File: config.mk
export PLATFORM = sky130hd
export DESIGN_NAME = lc3_control_fsm
export DESIGN_NICKNAME = d
export VERILOG_FILES = /design/src/rtl/lc3_control_fsm.sv
export SDC_FILE = /design/constraint.sdc
export NUM_CORES = 1
export LEC_CHECK = 0
export ABC_AREA = 0
export BUFFER_PORTS_ARGS = -buffer_cell sky130_fd_sc_hd__buf_2
export CELL_PAD_IN_SITES_DETAIL_PLACEMENT = 1
export CELL_PAD_IN_SITES_GLOBAL_PLACEMENT = 1
export CORE_ASPECT_RATIO = 1.1
export CORE_MARGIN = 3
export CORE_UTILIZATION = 35
export CTS_BUF_LIST = sky130_fd_sc_hd__clkbuf_2
export DETAILED_ROUTE_END_ITERATION = 10
export PLACE_DENSITY_LB_ADDON = 0.1
export SLEW_MARGIN = 20
export SYNTH_ARGS = -nofsm -noshare
export SYNTH_HDL_FRONTEND = slang
export SYNTH_SLANG_ARGS = --single-unit
File: constraint.sdc
create_clock -name Clk -period 1.41 [get_ports Clk]
set_input_delay 0.282 -clock Clk [delete_from_list [all_inputs] [get_ports Clk]]
set_output_delay 0.282 -clock Clk [all_outputs]
set_load 0.02 [all_outputs]
File: src/rtl/lc3_control_fsm.sv
// LC-3 instruction sequencer/decoder: fetch, decode and execute control for the slc3 datapath.
// Optional PAUSE_EN macro enables the 1101 pause states (LD_LED, Continue handshake).
module lc3_control_fsm #(
  parameter int MEM_WAIT = 2
) (
  input  logic       Clk,
  input  logic       Reset,
  input  logic       Run,
  input  logic       Continue,
  input  logic [3:0] Opcode,
  input  logic       IR_5,
  input  logic       IR_11,
  input  logic       BEN,
  output logic       LD_MAR,
  output logic       LD_MDR,
  output logic       LD_IR,
  output logic       LD_BEN,
  output logic       LD_CC,
  output logic       LD_REG,
  output logic       LD_PC,
  output logic       LD_LED,
  output logic       GatePC,
  output logic       GateMDR,
  output logic       GateALU,
  output logic       GateMARMUX,
  output logic [1:0] PCMUX,
  output logic       DRMUX,
  output logic       SR1MUX,
  output logic       SR2MUX,
  output logic       ADDR1MUX,
  output logic [1:0] ADDR2MUX,
  output logic [1:0] ALUK,
  output logic       Mem_CE,
  output logic       Mem_UB,
  output logic       Mem_LB,
  output logic       Mem_OE,
  output logic       Mem_WE,
  output logic       Instr_Done
);

  localparam int CW = $clog2(MEM_WAIT + 1);
  localparam logic [CW-1:0] LAST = CW'(MEM_WAIT - 1);

  typedef enum logic [4:0] {
    HALTED, S18, RD, WR, S35, S32,
    S01, S05, S09, S00, S22, S12, S04, S21, S20, S14,
    S02, S06, S27, S10, S26, S03, S07, S23, S11, S29
`ifdef PAUSE_EN
    , PAUSE_IR1, PAUSE_IR2
`endif
  } state_t;

  state_t        state_q, state_d;
  state_t        ret_q, ret_d;   // where RD hands control back after the access
  logic [CW-1:0] cnt_q, cnt_d;

  assign Mem_CE = 1'b0;
  assign Mem_UB = 1'b0;
  assign Mem_LB = 1'b0;

`ifndef PAUSE_EN
  logic unused_continue;
  assign unused_continue = Continue;
`endif

  always_ff @(posedge Clk) begin
    if (Reset) begin
      state_q <= HALTED;
      ret_q   <= S35;
      cnt_q   <= '0;
    end else begin
      state_q <= state_d;
      ret_q   <= ret_d;
      cnt_q   <= cnt_d;
    end
  end

  always_comb begin
    state_d    = state_q;
    ret_d      = ret_q;
    cnt_d      = '0;
    LD_MAR     = 1'b0;
    LD_MDR     = 1'b0;
    LD_IR      = 1'b0;
    LD_BEN     = 1'b0;
    LD_CC      = 1'b0;
    LD_REG     = 1'b0;
    LD_PC      = 1'b0;
    LD_LED     = 1'b0;
    GatePC     = 1'b0;
    GateMDR    = 1'b0;
    GateALU    = 1'b0;
    GateMARMUX = 1'b0;
    PCMUX      = 2'b00;
    DRMUX      = 1'b0;
    SR1MUX     = 1'b0;
    SR2MUX     = 1'b0;
    ADDR1MUX   = 1'b0;
    ADDR2MUX   = 2'b00;
    ALUK       = 2'b00;
    Mem_OE     = 1'b1;
    Mem_WE     = 1'b1;
    Instr_Done = 1'b0;

    case (state_q)
      HALTED: if (Run) state_d = S18;
      S18: begin
        GatePC = 1'b1; LD_MAR = 1'b1; LD_PC = 1'b1;
        state_d = RD; ret_d = S35;
      end
      RD: begin
        Mem_OE = 1'b0;
        if (cnt_q == LAST) begin
          LD_MDR  = 1'b1;
          state_d = ret_q;
        end else cnt_d = cnt_q + CW'(1);
      end
      WR: begin
        Mem_WE = 1'b0;
        if (cnt_q == LAST) begin
          Instr_Done = 1'b1;
          state_d    = S18;
        end else cnt_d = cnt_q + CW'(1);
      end
      S35: begin GateMDR = 1'b1; LD_IR = 1'b1; state_d = S32; end
      S32: begin
        LD_BEN = 1'b1;
        case (Opcode)
          4'b0001: state_d = S01;
          4'b0101: state_d = S05;
          4'b1001: state_d = S09;
          4'b0000: state_d = S00;
          4'b1100: state_d = S12;
          4'b0100: state_d = S04;
          4'b1110: state_d = S14;
          4'b0010: state_d = S02;
          4'b0110: state_d = S06;
          4'b1010: state_d = S10;
          4'b0011: state_d = S03;
          4'b0111: state_d = S07;
          4'b1011: state_d = S11;
`ifdef PAUSE_EN
          4'b1101: state_d = PAUSE_IR1;
`endif
          default: begin Instr_Done = 1'b1; state_d = S18; end
        endcase
      end
      S01, S05, S09: begin
        GateALU = 1'b1; LD_REG = 1'b1; LD_CC = 1'b1; Instr_Done = 1'b1;
        ALUK    = (state_q == S01) ? 2'b00 : (state_q == S05) ? 2'b01 : 2'b10;
        SR2MUX  = (state_q != S09) & IR_5;
        state_d = S18;
      end
      S00: begin
        if (BEN) state_d = S22;
        else begin Instr_Done = 1'b1; state_d = S18; end
      end
      S22: begin
        ADDR2MUX = 2'b10; PCMUX = 2'b10; LD_PC = 1'b1; Instr_Done = 1'b1;
        state_d = S18;
      end
      S12, S20: begin
        ADDR1MUX = 1'b1; PCMUX = 2'b10; LD_PC = 1'b1; Instr_Done = 1'b1;
        state_d = S18;
      end
      S04: begin
        GatePC = 1'b1; DRMUX = 1'b1; LD_REG = 1'b1;
        state_d = IR_11 ? S21 : S20;
      end
      S21: begin
        ADDR2MUX = 2'b11; PCMUX = 2'b10; LD_PC = 1'b1; Instr_Done = 1'b1;
        state_d = S18;
      end
      S14: begin
        ADDR2MUX = 2'b10; GateMARMUX = 1'b1; LD_REG = 1'b1; LD_CC = 1'b1;
        Instr_Done = 1'b1; state_d = S18;
      end
      // PC-relative address into MAR, then branch on which memory op follows
      S02, S10, S03, S11: begin
        ADDR2MUX = 2'b10; GateMARMUX = 1'b1; LD_MAR = 1'b1;
        case (state_q)
          S02:     begin state_d = RD; ret_d = S27; end
          S10:     begin state_d = RD; ret_d = S26; end
          S11:     begin state_d = RD; ret_d = S29; end
          default: state_d = S23;
        endcase
      end
      S06, S07: begin
        ADDR1MUX = 1'b1; ADDR2MUX = 2'b01; GateMARMUX = 1'b1; LD_MAR = 1'b1;
        if (state_q == S06) begin state_d = RD; ret_d = S27; end
        else state_d = S23;
      end
      S27: begin
        GateMDR = 1'b1; LD_REG = 1'b1; LD_CC = 1'b1; Instr_Done = 1'b1;
        state_d = S18;
      end
      S26: begin GateMDR = 1'b1; LD_MAR = 1'b1; state_d = RD; ret_d = S27; end
      S29: begin GateMDR = 1'b1; LD_MAR = 1'b1; state_d = S23; end
      S23: begin
        SR1MUX = 1'b1; ALUK = 2'b11; GateALU = 1'b1; LD_MDR = 1'b1;
        state_d = WR;
      end
`ifdef PAUSE_EN
      PAUSE_IR1: begin
        LD_LED = 1'b1;
        if (Continue) state_d = PAUSE_IR2;
      end
      PAUSE_IR2: begin
        if (!Continue) begin Instr_Done = 1'b1; state_d = S18; end
      end
`endif
      default: state_d = HALTED;
    endcase
  end

endmodule
==> results of run 1 <==
==> stage by stage <==
stage                     hold slack (ps)   util  setup TNS [ps]  setup WS (ps)
after global placement                414  0.580           -5760           -303
after detailed placement              426  0.580           -7680           -388
after floorplan                       405      -            -734           -171
==> cell families after synthesis <==
| logic type | synth area share |
|---|---|
| AND/OR/NAND/NOR | 0.337 |
| XOR/XNOR | 0.0173 |
| adder cells (fa/ha/maj) | 0.00824 |
| AO/OA/AOI/OAI | 0.339 |
| buffers and inverters | 0.137 |
| multiplexers | 0.0140 |
| other | 0.00247 |
| flip-flops | 0.145 |
==> summary.md, run 1 <==
| Metric | Value |
|---|---|
| Status | `aborted with a tool error` |
| Failed at | `4_1_cts` |
| Error message | `[ERROR DPL-0033] detailed placement checks failed during check placement.` |
| Top Ports | `39` |
| Synth top area share | `0.145` |
| Most common cell in the netlist | `a21oi_1` |
| FF+latch count, synth | `11` |
| Post-CTS setup repair buffer count | `24` |
| Area leader, netlist | `dfxtp_1` |
| Synth top cells by count | `a21oi_1, nor2_1, nand2b_1` |
| Ys flop type | `dfxtp_1` |
| Post-synth EDFFs | `0` |
| CTS max path bufs | `2` |
| CTS Hold Bufs | `0` |
| Die Ht | `75.1 microns` |
| Avg Inst Size Synth | `7.00 sq um` |
| Top cells by area in the synthesized netlist | `dfxtp_1, a21oi_1, nand2b_1` |
| CTS H-tree lvls | `1` |
| Horiz. Die Dim | `68.8 microns` |
| Post-synth ARST share | `0` |
| Post-Synthesis Cells | `between 200 and 250` |
| Placed instance area | `~2400 sq um` |
| Yosys warning total | `0` |
| Distinct cells, synth | `58` |
| Synthesized area | `1520 sq um` |
| Post-synthesis sequential area ratio | `0.145` |
| Placed Cells | `357` |
| Gpl congestion | `0.898` |
| CTS resizes | `104` |
| DP Wirelength | `5630 microns` |
| Num rows | `24` |
| Sink Count | `11` |
| Root Buffer | `clkbuf_2` |
| Initial Util | `0.372` |
| CTS buffer count | `3` |
| Port Buffer Count | `32` |
==> run 2: changes to the inputs <==
- CELL_PAD_IN_SITES_DETAIL_PLACEMENT: 1 -> not set
- CELL_PAD_IN_SITES_GLOBAL_PLACEMENT: 1 -> not set
- CORE_ASPECT_RATIO: 1.1 -> not set
- CORE_UTILIZATION: 35 -> 25
- CTS_BUF_LIST: sky130_fd_sc_hd__clkbuf_2 -> not set
- PLACE_DENSITY_LB_ADDON: 0.1 -> 0.15
- clock period: 1.41 -> 1.8 ns (I/O delays scaled with it)
==> run 2 against run 1 <==
- the flow now finishes, with violations (negative setup slack)
- area after synthesis unchanged
- synthesized cell count stayed put
==> summary.md, run 2 <==
| Metric | Value |
|---|---|
| CTS max path bufs | `2` |
| Critical Path Start Type | `flop` |
| Final setup fails | `9` |
| Tot Pwr | `2450 uW` |
| Initial antenna violation count | `0` |
| Worst Setup Slack, final | `-130 ps` |
| Die Ht | `roughly 84 microns` |
| Horiz. Die Dim | `83.9 microns` |
| Max FFs per register | `5` |
| Most frequent cells in the layout | `buf_4, buf_6, a21oi_1` |
| Final #Nets | `roughly 320` |
| CTS H-tree lvls | `1` |
| Initial DRC count | `141` |
| DP Worst Slack | `-62.2 ps` |
| Met3 GRT Util | `0.0237` |
| Gpl congestion | `0.816` |
| Largest net degree at the start of global routing | `11` |
| Port Buffer Count | `32` |
| DP Wirelength | `4270 microns` |
| Initial Util | `0.268` |
| Remaining antenna violation count | `0` |
| Top Ports | `39` |
| Via Count | `about 2000` |
| CTS clk-pin slew, worst paths | `about 60 ps` |
| Core Footprint | `5680 sq um` |
| Met1 usage | `0.231` |
| CTS buffer count | `3` |
| Critical Path End Type | `primary output` |
| Worst skew pair latency | `between 200 and 300 ps` |
| Post-synth EDFFs | `0` |
| M2 GR Usage | `0.275` |
| Clk_skew | `roughly 3.8 ps` |
| Yosys warning total | `0` |
| WL/cell | `15.8 microns` |
| Top cells by area in the synthesized netlist | `dfxtp_1, a21oi_1, nand2b_1` |
| Ys flop type | `dfxtp_1` |
| PwrDens | `933 nW/um^2` |
| CP Class | `reg -> out` |
| Synthesized area | `1520 sq um` |
| LEAKAGE | `between 0.001 and 0.0015 uW` |
| Remaining DRCs | `0` |
| FF+latch count, synth | `11` |
| Pre-antenna DRT Iters | `4` |
| Fin crit share | `1.07` |
| Root Buffer | `clkbuf_8` |
| Gr ovfl total | `0` |
| Post-layout minimum cycle time | `1930 ps` |
| Distinct cells, synth | `58` |
| Avg Inst Size Synth | `around 7.0 sq um` |
| Post-Synthesis Cells | `217` |
| Most common cell after layout, fill and taps aside | `buf_4` |
| Layout cells sized above 1 | `0.549` |
| Global-route wire length before repair | `9600 microns` |
| Hold Slack | `slightly above 400 ps` |
| Routed wire length | `6010 microns` |
| Area leader, netlist | `dfxtp_1` |
| Synth top area share | `0.145` |
| Max Clk Rate | `518 MHz` |
| TNS Setup | `-703 ps` |
| Unrepaired setup endpoints after global routing | `true` |
| Grt peak-use layer | `met2` |
| CTS tree | `yes` |
| Final hold vios | `0` |
| Vias in the first global route | `between 1500 and 2000` |
| Sequential Area | `between 200 and 250 sq um` |
| Worst endpoint required time | `1440 ps` |
| Status | `finished with violations` |
| Area of the die | `7050 sq um` |
| Worst Path Max Fanout | `6` |
| CTS Hold Bufs | `0` |
| Sink Count | `11` |
| GRT Util Overall | `0.166` |
| Post-synthesis sequential area ratio | `0.145` |
| Most common cell in the netlist | `a21oi_1` |
| Num rows | `27` |
| Largest Register | `state_q` |
| Hold Crit Class | `in -> reg` |
| Fillers | `586` |
| Final core occ | `0.463` |
| Failing checks | `negative setup slack` |
| Max-capacitance violation count | `0` |
| Synth top cells by count | `a21oi_1, nor2_1, nand2b_1` |
| Via density | `slightly above 5` |
| Area Overhead vs Synth | `73.1%` |
| Worst VDD drop | `roughly 0.00047 V` |
| Post-synth ARST share | `0` |
| Worst path arrival time | `1570 ps` |
| Diode count | `0` |
| Multi-input logic area | `1330 sq um` |
| Slew Limit Fails | `0` |
| Largest regs | `state_q: 5 flops, ret_q: 4 flops, cnt_q: 2 flops` |
-- run 2: cell counts after synthesis --
Identical to the previous run, type by type.
-- run 2: per-layer routing --
layer	wire length [microns]	vias up
li1	-	966
met1	2680	921
met2	2960	57
met3	302	6
met4	63	0
met5	0	-
-- run 2: path summary, 6_finish.rpt --
path	startpoint	end	slack, ps	cells past startpoint
setup / recovery	state_q[3]$_SDFFE_PP0P_	LD_MDR	-130	4
hold / removal	Reset	state_q[1]$_SDFFE_PP0P_	420	2
setup reg to reg	state_q[4]$_SDFFE_PP0P_	state_q[3]$_SDFFE_PP0P_	80	5
hold reg to reg	cnt_q[0]$_SDFF_PP0_	cnt_q[0]$_SDFF_PP0_	430	1
-- run 2: cell families (layout without fill, tap and decap cells) --
logic type,count (synthesis),count (layout),synth area share
simple gates,90,90,0.337
compound gates,74,74,0.339
buf+inv,35,122,0.137
flops,11,11,0.145
xor+xnor,3,3,0.0173
mux,2,2,0.0140
fa+ha+maj,1,1,0.00824
other cells,1,5,0.00247
-- run 2: critical path: stages, from the launching register on --
cell and delay, ps:
dfxtp_4 370, or4b_4 570, nor2_4 140, a21o_1 140, buf_6 110
-- run 2: cell type report --
class	instances	area share
Clock buffer	4	0.0171
Multi-Input combinational cell	175	0.507
Timing Repair Buffer	109	0.337
Tap cell	72	0.0343
Sequential cell	11	0.0909
Inverter	9	0.0138
-- run 2: repair_timing --
action	in CTS	in global routing
gates resized for setup	78	33
endpoints found under the hold margin	0	0
setup endpoints to repair	22	27
pin swaps	15	19
buffers inserted	14	13
-- run 2: through the flow --
stage,std cells,cell area (sq um)
2_1_floorplan,221,1550
5_1_grt,380,2630
3_3_place_gp,352,2020
3_5_place_dp,352,2020
6_report,380,2630
4_1_cts,368,2410
-- run 2: report_power, final --
group          internal [uW]  switching (uW)
Combinational            964             874
Clock                    157             108
Sequential               286            65.2
No activity file was read; power rests on OpenSTA's default activity.
==> run 3: changes to the inputs <==
- ABC_AREA: 0 -> 1
- clock period: 1.8 -> 2.1 ns (I/O delays scaled with it)
==> run 3 against run 2 <==
- clock skew shrank 3.6 ps
- highest routed layer is now met3
- largest power group unchanged
- hold slack gained 1.1 ps
- die area shrank 26%
- total power shrank 55%
- the flow now finishes without violations
- clock-buffer cell count is the same
- global-route usage shrank 3.8 points
==> summary.md, run 3 <==
| Metric | Value |
|---|---|
| Root Buffer | `clkbuf_8` |
| Flop-to-flop setup slack | `between 400 and 500 ps` |
| Grt peak-use layer | `met2` |
| Gpl congestion | `0.873` |
| Worst R2R Start | `state_q[1]$_SDFFE_PP0P_` |
| Worst path arrival time | `1590 ps` |
| Hold Slack | `416 ps` |
| Area Overhead vs Synth | `31.8%` |
| DP Wirelength | `2960 microns` |
| Via Count | `1381` |
| Worst endpoint required time | `1680 ps` |
| Remaining antenna violation count | `0` |
| Least-Margin Pin Slew | `~500 ps` |
| Core Footprint | `4120 sq um` |
| TNS Setup | `0 ps` |
| Worst hold start | `cnt_q[0]$_SDFF_PP0_` |
| PwrDens | `769 nW/um^2` |
| Die Ht | `72.2 microns` |
| CTS buffer count | `3` |
| CTS tree | `yes` |
| Sequential Area | `226 sq um` |
| Via density | `between 4 and 5` |
| GRT Util Overall | `0.128` |
| Max transition margin | `0.663` |
| M2 GR Usage | `0.217` |
| Reg2Reg Depth | `11` |
| RR Endpoint | `ret_q[1]$_SDFFE_PP0P_` |
| Top cells by area in the synthesized netlist | `nand2_1, dfxtp_1, nor2_1` |
| Initial DRC count | `71` |
| Area of the die | `roughly 5200 sq um` |
| Num rows | `23` |
| Distinct cells, synth | `23` |
| Global-route wire length before repair | `approximately 5300 microns` |
| CTS Hold Bufs | `0` |
| CP Class | `reg -> out` |
| DP Worst Slack | `205 ps` |
| Post-synth EDFFs | `0` |
| Synth top area share | `0.202` |
| Ys flop type | `dfxtp_1` |
| Multi-input logic area | `748 sq um` |
| Initial antenna violation count | `0` |
| Max Clk Rate | `497 MHz` |
| Worst skew pair latency | `230 ps` |
| Post-synth ARST share | `0` |
| Largest Register | `state_q` |
| Post-synthesis sequential area ratio | `0.201` |
| Placed Cells | `293` |
| Met1 usage | `0.174` |
| Status | `finished clean` |
| Final hold vios | `0` |
| Min-Delay Endpoint | `cnt_q[0]$_SDFF_PP0_` |
| Remaining DRCs | `0` |
| Port Buffer Count | `32` |
| Largest regs | `state_q: 5 flops, ret_q: 4 flops, cnt_q: 2 flops` |
| Most common cell in the netlist | `nand2_1` |
| Fillers | `486` |
| Fin crit share | `0.958` |
| Final #Nets | `261` |
| Area leader, netlist | `nand2_1` |
| CTS clk-pin slew, worst paths | `50 ps` |
| Worst VDD drop | `roughly 0.00038 V` |
| CTS max path bufs | `2` |
| Yosys warning total | `0` |
| Horiz. Die Dim | `roughly 72 microns` |
| Slew Limit Fails | `0` |
| Clk_skew | `0.253 ps` |
| Initial Util | `0.266` |
| Synthesized area | `1100 sq um` |
| Diode count | `0` |
| Avg Inst Size Synth | `5.35 sq um` |
| Max FFs per register | `5` |
| Unrepaired setup endpoints after global routing | `true` |
| Hold Crit Class | `reg -> reg` |
| Vias in the first global route | `1170` |
| Post-route insts no fill | `between 200 and 300` |
| Final setup fails | `0` |
| Gr ovfl total | `0` |
| Post-Synthesis Cells | `205` |
| Hold Crit Depth | `1` |
| Post-layout minimum cycle time | `2010 ps` |
| Worst Setup Slack, final | `approximately 89 ps` |
| Largest net degree at the start of global routing | `9` |
| FF+latch count, synth | `11` |
| Sink Count | `11` |
| LEAKAGE | `0.000908 uW` |
| Critical Path Start Type | `flop` |
| Met3 GRT Util | `0.0194` |
| Routed wire length | `about 3500 microns` |
| Top Ports | `39` |
| Max-capacitance violation count | `0` |
| Worst Path Max Fanout | `7` |
| Final core occ | `0.351` |
| WL/cell | `between 10 and 15 microns` |
| Synth top cells by count | `nand2_1, nor2_1, inv_1` |
| Most frequent cells in the layout | `nand2_1, buf_2, inv_1` |
| CTS H-tree lvls | `1` |
| Critical Path End Type | `primary output` |
| Layout cells sized above 1 | `0.270` |
| Pre-antenna DRT Iters | `4` |
| Most common cell after layout, fill and taps aside | `nand2_1` |
==> run 3: power breakdown <==
group	internal, uW	total [uW]	switching [uW]
logic	197	603	406
registers	257	304	47.1
clock network	133	203	70.9
==> run 3: layer usage <==
| layer | vias up | share of wire |
|---|---|---|
| met5 | - | 0 |
| met4 | 0 | 0 |
| met3 | 0 | 0.071 |
| met2 | 42 | 0.47 |
| met1 | 606 | 0.46 |
| li1 | 733 | - |
==> run 3: per-stage QoR <==
step	area, sq um	power [uW]
5_1_grt	1450	1210
6_report	1450	1110
4_1_cts	1410	1110
3_3_place_gp	1360	893
2_1_floorplan	1110	715
3_5_place_dp	1360	889
==> run 3: logic make-up after synthesis <==
family | synth area share
AND/OR/NAND/NOR | 0.514
buffers and inverters | 0.159
other | 0.00342
flip-flops | 0.201
adder cells (fa/ha/maj) | 0.0114
AO/OA/AOI/OAI | 0.112
==> run 3: area by class of cell <==
type,instances,share of cell area
clock buffer,4,0.0312
inverter,34,0.0883
multi-input combinational,157,0.518
sequential,11,0.157
tap,50,0.0433
timing repair buffer,42,0.163
==> run 3: worst max path at each step <==
| stage | start | end | depth (start not counted) |
|---|---|---|---|
| after floorplan | state_q[2]$_SDFFE_PP0P_ | LD_MDR | 3 |
| after global placement | state_q[0]$_SDFFE_PP0P_ | LD_MAR | 8 |
| after detailed placement | state_q[3]$_SDFFE_PP0P_ | LD_MAR | 10 |
| after CTS | state_q[3]$_SDFFE_PP0P_ | LD_MAR | 10 |
| after global routing | state_q[3]$_SDFFE_PP0P_ | LD_MAR | 10 |
| final | state_q[3]$_SDFFE_PP0P_ | LD_MAR | 9 |
==> run 3: repair_timing <==
action	CTS	global route
buffers inserted	0	1
endpoints found under the setup margin	3	8
resized for setup	5	12
endpoints found under the hold margin	0	0
pin swaps	0	1
==> run 3: worst max-delay path: stages (launching register included) <==
cell and delay (ps):
dfxtp_1 370, nor2_1 50, buf_4 150, nand3_1 100, nand2_1 70, nor2_2 160
nand2_1 120, inv_2 90, nand4_1 80, buf_2 170
==> run 4: changes to the inputs <==
- CTS_CLUSTER_SIZE: not set -> 12
- REMOVE_ABC_BUFFERS: not set -> 1
==> run 4 against run 3 <==
- core utilization up 0.94 points
- global-route usage up 0.63 points
- final cell count up 1.0%
- clock skew up 3.6 ps
- sequential share of layout area down 0.16 points
- sequential cell count unchanged
- clock power about the same
- setup slack better by 40 ps
- largest cell class unchanged
==> summary.md, run 4 (same netlist as run 3, synthesis figures left out) <==
| Metric | Value |
|---|---|
| Status | `finished clean` |
| CTS tree | `yes` |
| Top Layer Used | `met4` |
| Core Footprint | `4120 sq um` |
| CP Class | `reg -> out` |
| Final #Nets | `264` |
| Worst Path Max Fanout | `5` |
| Critical Path End Type | `primary output` |
| Area of the die | `5220 sq um` |
| Initial antenna violation count | `0` |
| Hold Slack | `423 ps` |
| Vias in the first global route | `1220` |
| Port Buffer Count | `32` |
| Via Count | `1362` |
| Area Overhead vs Synth | `35.4%` |
| Critical path cell sequence | `clkinvlp_4, nor2_4, nand3_1, o21ai_1, buf_2` |
| DP Wirelength | `2970 microns` |
| Routed met3 length | `191 microns` |
| Worst Setup Slack, final | `129 ps` |
| Largest net degree at the start of global routing | `9` |
| Hold Crit Class | `reg -> reg` |
| LEAKAGE | `0.000920 uW` |
| Num rows | `23` |
| Final hold vios | `0` |
| WL/cell | `around 12 microns` |
| Multi-input logic area | `roughly 750 sq um` |
| Worst VDD drop | `approximately 0.00044 V` |
| Max Clk Rate | `507 MHz` |
| Worst stage delay on the critical path | `~400 ps` |
| CTS clk-pin slew, worst paths | `50 ps` |
| Gpl congestion | `0.842` |
| Max FFs per register | `5` |
| CTS H-tree lvls | `1` |
| Routed wire length | `3530 microns` |
| Largest regs | `state_q: 5 flops, ret_q: 4 flops, cnt_q: 2 flops` |
| Global-route wire length before repair | `5600 microns` |
| Initial Util | `0.266` |
| Max-capacitance violation count | `0` |
| Slowest-stage cell, CP | `dfxtp_4` |
| TNS Setup | `0 ps` |
| PwrDens | `785 nW/um^2` |
| CTS max path bufs | `2` |
| DP Worst Slack | `171 ps` |
| Top Ports | `39` |
| Remaining antenna violation count | `0` |
| Die Ht | `72.2 microns` |
| Routed length on met2 | `1590 microns` |
| Most common cell after layout, fill and taps aside | `nand2_1` |
| Gr ovfl total | `0` |
| Design area | `1480 sq um` |
| Placed instance area | `1360 sq um` |
| Worst endpoint required time | `1680 ps` |
| CTS buffer count | `3` |
| Final core occ | `0.361` |
| Via density | `between 4 and 5` |
| Final setup fails | `0` |
| Fin crit share | `0.939` |
| Diode count | `0` |
| Critical Path Start Type | `flop` |
| Initial DRC count | `93` |
| Horiz. Die Dim | `~72 microns` |
| Worst skew pair latency | `230 ps` |
| CP bufs+invs | `2` |
| Least-Margin Pin Slew | `515 ps` |
| Max transition margin | `0.653` |
| Crit path max-delay family | `flip-flops` |
| Fillers | `481` |
| Largest Register | `state_q` |
| Root Buffer | `clkbuf_8` |
| Sequential Area | `230 sq um` |
| Sink Count | `11` |
| Worst path arrival time | `approximately 1600 ps` |
| Slew Limit Fails | `0` |
| Clk_skew | `slightly below 4 ps` |
| Pre-antenna DRT Iters | `4` |
| GRT Util Overall | `0.134` |
| Met1 WL | `between 1500 and 2000 microns` |
| Most frequent cells in the layout | `nand2_1, buf_2, inv_1` |
| Layout cells sized above 1 | `0.283` |
| Remaining DRCs | `0` |
| Post-layout minimum cycle time | `1970 ps` |
run 4: cell types whose count changed in the layout (fill, tap and decap cells not counted):
cell | previous run | this run
clkinvlp_4 | 0 | 1
dfxtp_4 | 1 | 2
nor3_4 | 0 | 1
buf_2 | 32 | 31
nor3_2 | 1 | 0
nand3_1 | 19 | 20
nand3_2 | 1 | 0
inv_1 | 30 | 29
nor2_2 | 4 | 3
dfxtp_1 | 8 | 7
buf_4 | 10 | 14
nor2_4 | 3 | 4
run 4: report_power, final:
group          switching, uW  total [uW]  internal (uW)
Clock                   71.9         204            133
Sequential              57.0         317            260
Combinational            412         643            231
Total                    541        1170            624
run 4: layout make-up:
type	count	share of cell area
Multi-Input combinational cell	157	0.508
Timing Repair Buffer	45	0.175
Sequential cell	11	0.155
Inverter	34	0.0885
Tap cell	50	0.0422
Clock buffer	4	0.0304
run 4: per-layer routing:
layer,vias up,track usage
li1,738,-
met3,2,0.0111
met4,0,0.0313
met2,30,0.216
met1,592,0.194
met5,-,0
run 4: path summary, 6_finish.rpt:
path                                         startpoint                    end  slack [ps]  depth (start not counted)
worst max-delay path            state_q[1]$_SDFFE_PP0P_                 LD_MDR         130                          5
worst min-delay path                cnt_q[0]$_SDFF_PP0_    cnt_q[0]$_SDFF_PP0_         420                          1
worst max register to register  state_q[1]$_SDFFE_PP0P_  ret_q[1]$_SDFFE_PP0P_         380                         12
worst min register to register      cnt_q[0]$_SDFF_PP0_    cnt_q[0]$_SDFF_PP0_         420                          1
run 4: through the flow:
stage                     std cells  power, uW
after floorplan                 202        706
after global placement          293        897
after detailed placement        293        893
after CTS                       297       1110
after global routing            301       1280
final                           301       1170
run 4: repair_timing:
item / in CTS / in global routing
setup endpoints to repair: 5 / 6
setup buffers: 0 / 4
gates resized for setup: 5 / 17
hold buffers: 0 / 0
cloned: 0 / 0
pin swaps: 0 / 3
